[src/rtl/dtc_walk_eval.sv]
// dtc_walk_eval: decision-tree classifier that walks a loadable node table.
// Each WALK cycle visits one node from the root until a leaf ends the walk.
// A walk also ends with an error on an out-of-range feature or on a runaway
// (cyclic) table.
module dtc_walk_eval #(
    parameter int N_INPUTS = 10,
    parameter int N_NODES  = 16,
    parameter int IDX_W    = 4,
    localparam int NW      = 6 + 2 * IDX_W
) (
    input  logic                clk,
    input  logic                rst,
    input  logic                cfg_we,
    input  logic [IDX_W-1:0]    cfg_addr,
    input  logic [NW-1:0]       cfg_data,
    output logic                cfg_ready,
    input  logic                in_valid,
    output logic                in_ready,
    input  logic [N_INPUTS-1:0] in_data,
    output logic                out_valid,
    input  logic                out_ready,
    output logic                out_class,
    output logic                out_err
);

    typedef enum logic [1:0] {
        S_IDLE = 2'd0,
        S_WALK = 2'd1,
        S_DONE = 2'd2
    } state_t;

    // Reset content of every table entry: a class-0 leaf.
    localparam logic [NW-1:0] LEAF_RST = {1'b1, {(NW-1){1'b0}}};
    // Last legal step count; reaching it on a non-leaf means the table loops.
    localparam logic [IDX_W-1:0] STEP_MAX = IDX_W'(N_NODES - 1);

    state_t              state_q, state_d;
    logic [NW-1:0]       node_q [N_NODES];
    logic [NW-1:0]       node_d [N_NODES];
    logic [IDX_W-1:0]    cur_q, cur_d;
    logic [IDX_W-1:0]    steps_q, steps_d;
    logic [N_INPUTS-1:0] data_q, data_d;
    logic                class_q, class_d;
    logic                err_q, err_d;

    // Fields of the node currently being visited.
    logic [NW-1:0]       node_cur;
    logic                nd_leaf;
    logic                nd_class;
    logic [3:0]          nd_feat;
    logic [IDX_W-1:0]    nd_idx1;
    logic [IDX_W-1:0]    nd_idx0;

    // Handshake outputs decode the registered state only.
    assign in_ready  = (state_q == S_IDLE);
    assign cfg_ready = (state_q == S_IDLE);
    assign out_valid = (state_q == S_DONE);
    assign out_class = class_q;
    assign out_err   = err_q;

    // Split the visited node word into its fields.
    always_comb begin
        node_cur = node_q[cur_q];
        nd_leaf  = node_cur[NW-1];
        nd_class = node_cur[NW-2];
        nd_feat  = node_cur[NW-3 -: 4];
        nd_idx1  = node_cur[2*IDX_W-1 -: IDX_W];
        nd_idx0  = node_cur[IDX_W-1:0];
    end

    // Table write: only accepted while idle, so a walk never sees a torn table.
    always_comb begin
        node_d = node_q;
        if (cfg_we && cfg_ready) begin
            node_d[cfg_addr] = cfg_data;
        end
    end

    // Walk control: accept, step one node per cycle, hold result until taken.
    always_comb begin
        state_d = state_q;
        cur_d   = cur_q;
        steps_d = steps_q;
        data_d  = data_q;
        class_d = class_q;
        err_d   = err_q;
        case (state_q)
            S_IDLE: begin
                if (in_valid) begin
                    data_d  = in_data;
                    cur_d   = '0;
                    steps_d = '0;
                    state_d = S_WALK;
                end
            end
            S_WALK: begin
                if (nd_leaf) begin
                    class_d = nd_class;
                    err_d   = 1'b0;
                    state_d = S_DONE;
                end else if (int'(nd_feat) >= N_INPUTS) begin
                    class_d = 1'b0;
                    err_d   = 1'b1;
                    state_d = S_DONE;
                end else if (steps_q == STEP_MAX) begin
                    class_d = 1'b0;
                    err_d   = 1'b1;
                    state_d = S_DONE;
                end else begin
                    cur_d   = data_q[nd_feat] ? nd_idx1 : nd_idx0;
                    steps_d = steps_q + 1'b1;
                end
            end
            S_DONE: begin
                if (out_ready) begin
                    state_d = S_IDLE;
                end
            end
            default: begin
                state_d = S_IDLE;
            end
        endcase
    end

    // Control state, result registers and node table; reset reloads the table.
    always_ff @(posedge clk or posedge rst) begin
        if (rst) begin
            state_q <= S_IDLE;
            cur_q   <= '0;
            steps_q <= '0;
            class_q <= 1'b0;
            err_q   <= 1'b0;
            for (int i = 0; i < N_NODES; i++) begin
                node_q[i] <= LEAF_RST;
            end
        end else begin
            state_q <= state_d;
            cur_q   <= cur_d;
            steps_q <= steps_d;
            class_q <= class_d;
            err_q   <= err_d;
            node_q  <= node_d;
        end
    end

    // Latched feature vector; only meaningful during a walk, so no reset.
    always_ff @(posedge clk) begin
        data_q <= data_d;
    end

endmodule

[config.mk]
export PLATFORM = sky130hd
export DESIGN_NAME = dtc_walk_eval
export DESIGN_NICKNAME = d
export VERILOG_FILES = /design/src/rtl/dtc_walk_eval.sv
export SDC_FILE = /design/constraint.sdc
export NUM_CORES = 1
export LEC_CHECK = 0
export ABC_AREA = 1
export BUFFER_PORTS_ARGS = -buffer_cell sky130_fd_sc_hd__buf_4
export CORE_MARGIN = 5
export CORE_UTILIZATION = 40
export DETAILED_ROUTE_END_ITERATION = 12
export GPL_TIMING_DRIVEN = 0
export SYNTH_ARGS = -nofsm -noshare
export SYNTH_HDL_FRONTEND = slang
export SYNTH_SLANG_ARGS = --single-unit
export TNS_END_PERCENT = 30
[constraint.sdc]
create_clock -name clk -period 10.1 [get_ports clk]
set_input_delay 2.02 -clock clk [delete_from_list [all_inputs] [get_ports clk]]
set_output_delay 2.02 -clock clk [all_outputs]
set_load 0.1 [all_outputs]
==> flow_metrics.env <==
export IMPL_setup_viol_count_final=0
export IMPL_antenna_left=0
export IMPL_start_kind="register"
export IMPL_fmax_mhz=276.3
export IMPL_cts_buffer_depth=3
export IMPL_synth_seq_cells=246
export IMPL_yosysTopAreaCellShare=0.4904
export IMPL_clk_root_buffer_cell="clkbuf_16"
export IMPL_worst_pin_slew_ns=0.7925
export IMPL_route_detailed_drc=0
export IMPL_utilization=0.4634
export IMPL_die_x_um=177.5
export IMPL_synth_cell_types=38
export IMPL_portBuffers=35
export IMPL_p_per_area_nw_per_um2=316.7
export IMPL_grt_max_degree=128
export IMPL_worstHoldStart="out_class$_DFFE_PP0P_"
export IMPL_die_h_um=177.5
export IMPL_cp_cell_sequence="nor2_1 > buf_4 > buf_4"
export IMPL_clkTransAtPathRegs_ns=0.06
export IMPL_rows=61
export IMPL_place_congestion=0.9335
export IMPL_clock_sinks=246
export IMPL_syn_area_um2=11230
export IMPL_hold_buffers=0
export IMPL_cts_tree="built"
export IMPL_ys_async_sr_fraction=0.9593
export IMPL_nets=1422
export IMPL_cp_required_ns=8.08
export IMPL_core_area_um2=27780
export IMPL_r2r_end="cur_q[1]$_DFFE_PP0P_"
export IMPL_p_leak_nw=5.869
export IMPL_synthTopCellsByArea="dfrtp_1 49%, nand2_1 13%, o21ai_0 11%, dfstp_2 3.7%, a21oi_1 3.0%"
export IMPL_first_pass_iters=5
export IMPL_die_area_um2=31520
export IMPL_wl_per_cell_um=20.25
export IMPL_final_min_clock_period_ns=3.619
export IMPL_drive_gt1_frac=0.1023
export IMPL_synthToLayoutAreaGrowth_pct=14.67
export IMPL_cts_max_level=1
export IMPL_synthFlopType="dfrtp_1"
export IMPL_grt_ovfl_total=0
export IMPL_arrival_ns=1.60
export IMPL_crit_fanout=4
export IMPL_n_antenna_cell=0
export IMPL_holdPathStages=2
export IMPL_synthCells=1323
export IMPL_post_cts_buffers=0
export IMPL_routed_via_density=5.527
export IMPL_syn_area_per_cell_um2=8.486
export IMPL_first_global_vias=9590
export IMPL_r2r_start="cur_q[2]$_DFFE_PP0P_"
export IMPL_reg2reg_depth=11
export IMPL_fin_skew_ns=0.01087
export IMPL_vias=9872
export IMPL_synth_edf_count=10
export IMPL_worstSkewPairLatency_ns=0.53
export IMPL_synth_top_area_cell="dfrtp_1"
export IMPL_dp_slack_ns=6.224
export IMPL_yosysSeqAreaShare=0.5546
export IMPL_syn_num_nets=1357
export IMPL_start_util=0.4041
export IMPL_numCtsBuffers=27
export IMPL_vdd_drop_max_mv=0.1382
export IMPL_ys_warnings_count=0
export IMPL_criticalPathCategory="reg2out"
export IMPL_max_slew_margin=0.4717
export IMPL_dpl_instance_area_um2=12000
export IMPL_drt_iter0_drc=1026
export IMPL_worstSetupEndpointType="output pin"
export IMPL_min_to="out_class$_DFFE_PP0P_"
export IMPL_finalWorstSetupSlack_ns=6.481
export IMPL_grt_pass1_wl_mm=56.48
export IMPL_critPathMaxStageDelay_ns=0.40
export IMPL_gr_usage_all_layers=0.2323
export IMPL_cts_resized_gates=0
export IMPL_min_period_over_period=0.3583
export IMPL_min_delay_path_class="reg2reg"
export IMPL_p_total_mw=4.077
export IMPL_crit_top_cell="buf_4"
export IMPL_antenna_found_initial=0
export IMPL_slew_viol_final=0
export IMPL_hold_viol=0
export IMPL_status="finished, final reports clean"
export IMPL_dp_hpwl_mm=25.03
export IMPL_final_cell_area_um2=12870
export IMPL_cp_slowest_cell="dfrtp_1"
export IMPL_rsz0062_at_grt="no"
export IMPL_max_cap_violations=0
export IMPL_wl_mm=36.17
export IMPL_holdWs_ns=0.4801
export IMPL_r2r_slack_ns=7.27
export IMPL_ios=38
sequential cells by signal, indices dropped and copies added, names as in the netlist:
| register | flops |
|---|---|
| steps_q | 4 |
| data_q | 10 |
| out_err | 1 |
| cur_q | 4 |
| out_class | 1 |
| node_q | 224 |
| state_q | 2 |
worst max-delay path by stage:
| stage | startpoint | to | slack (ns) |
|---|---|---|---|
| global placement | rst | node_q[85]$_DFFE_PP0P_ | -1.27 |
| CTS | state_q[0]$_DFFE_PP0P_ | in_ready | 6.43 |
| finish | state_q[0]$_DFFE_PP0P_ | in_ready | 6.48 |
| detailed placement | cfg_addr[0] | node_q[159]$_DFFE_PP0P_ | 6.22 |
| global route | state_q[0]$_DFFE_PP0P_ | in_ready | 6.38 |
| floorplan | rst | cur_q[0]$_DFFE_PP0P_ | 1.63 |
cells in the mapped netlist (all sizes together) (2+ instances only):
library cell / n
nand3: 55
nand2: 386
buf: 33
nor2: 83
o31ai: 5
o21ai: 263
o211ai: 10
dfstp: 16
edfxtp: 10
inv: 55
o221ai: 5
dfrtp: 220
a221oi: 32
o22ai: 5
clkbuf: 61
or2: 2
nand3b: 3
nand4: 7
a21oi: 67
report_power, final:
part | switching, mW | internal, mW | total [mW]
sequential | 0.241 | 1.45 | 1.69
clock | 0.400 | 0.577 | 0.977
combinational | 0.936 | 0.478 | 1.41
cells by family (layout without fill, tap and decap cells):
| kind of cell | Yosys count | count (layout) | share of synthesized area |
|---|---|---|---|
| compound gates | 388 | 388 | 0.1911 |
| fa+ha+maj | 1 | 1 | 0.001114 |
| buf+inv | 150 | 235 | 0.06029 |
| simple gates | 537 | 537 | 0.1921 |
| xor+xnor | 1 | 1 | 0.0007803 |
| flops | 246 | 246 | 0.5546 |
worst max-delay path: cells and delay by family (launching register included):
| kind | cells | cell delay, ns |
|---|---|---|
| buf+inv | 2 | 0.43 |
| flops | 1 | 0.40 |
| simple gates | 1 | 0.24 |
stage by stage:
stage | setup TNS, ns | cells
2_1_floorplan | 0 | 1323
3_3_place_gp | -276.00 | 1736
3_5_place_dp | 0 | 1737
4_1_cts | 0 | 1786
5_1_grt | 0 | 1786
6_report | 0 | 1786
cells in the final DEF (no fill, tap or decap), types with 8 or more instances in the layout:
master / n
a21oi_1: 67
a221oi_1: 32
buf_2: 15
buf_4: 45
clkbuf_1: 66
clkbuf_16: 27
clkinv_2: 9
dfrtp_1: 220
dfstp_2: 16
edfxtp_1: 10
inv_1: 50
nand2_1: 382
nand3_1: 52
nor2_1: 83
o211ai_1: 9
o21ai_0: 253
o21ai_1: 8
routing by layer:
layer / track usage / routed length (µm) / up-vias
met5: 0 / 0 / -
li1: - / - / 4583
met1: 0.3261 / 15780 / 4818
met4: 0.08798 / 1519 / 0
met3: 0.04282 / 2755 / 99
met2: 0.3598 / 16120 / 372
cell type report:
type / instances / area (µm²)
Clock inverter: 12 / 112.6
Timing Repair Buffer: 36 / 290.3
Sequential cell: 246 / 6226
Inverter: 56 / 222.7
Multi-Input combinational cell: 927 / 4324
Clock buffer: 37 / 763.2
Buffer: 94 / 461.7
Fill cell: 2746 / 14910
Tap cell: 378 / 473.0
(Power assumes the default switching activity.)
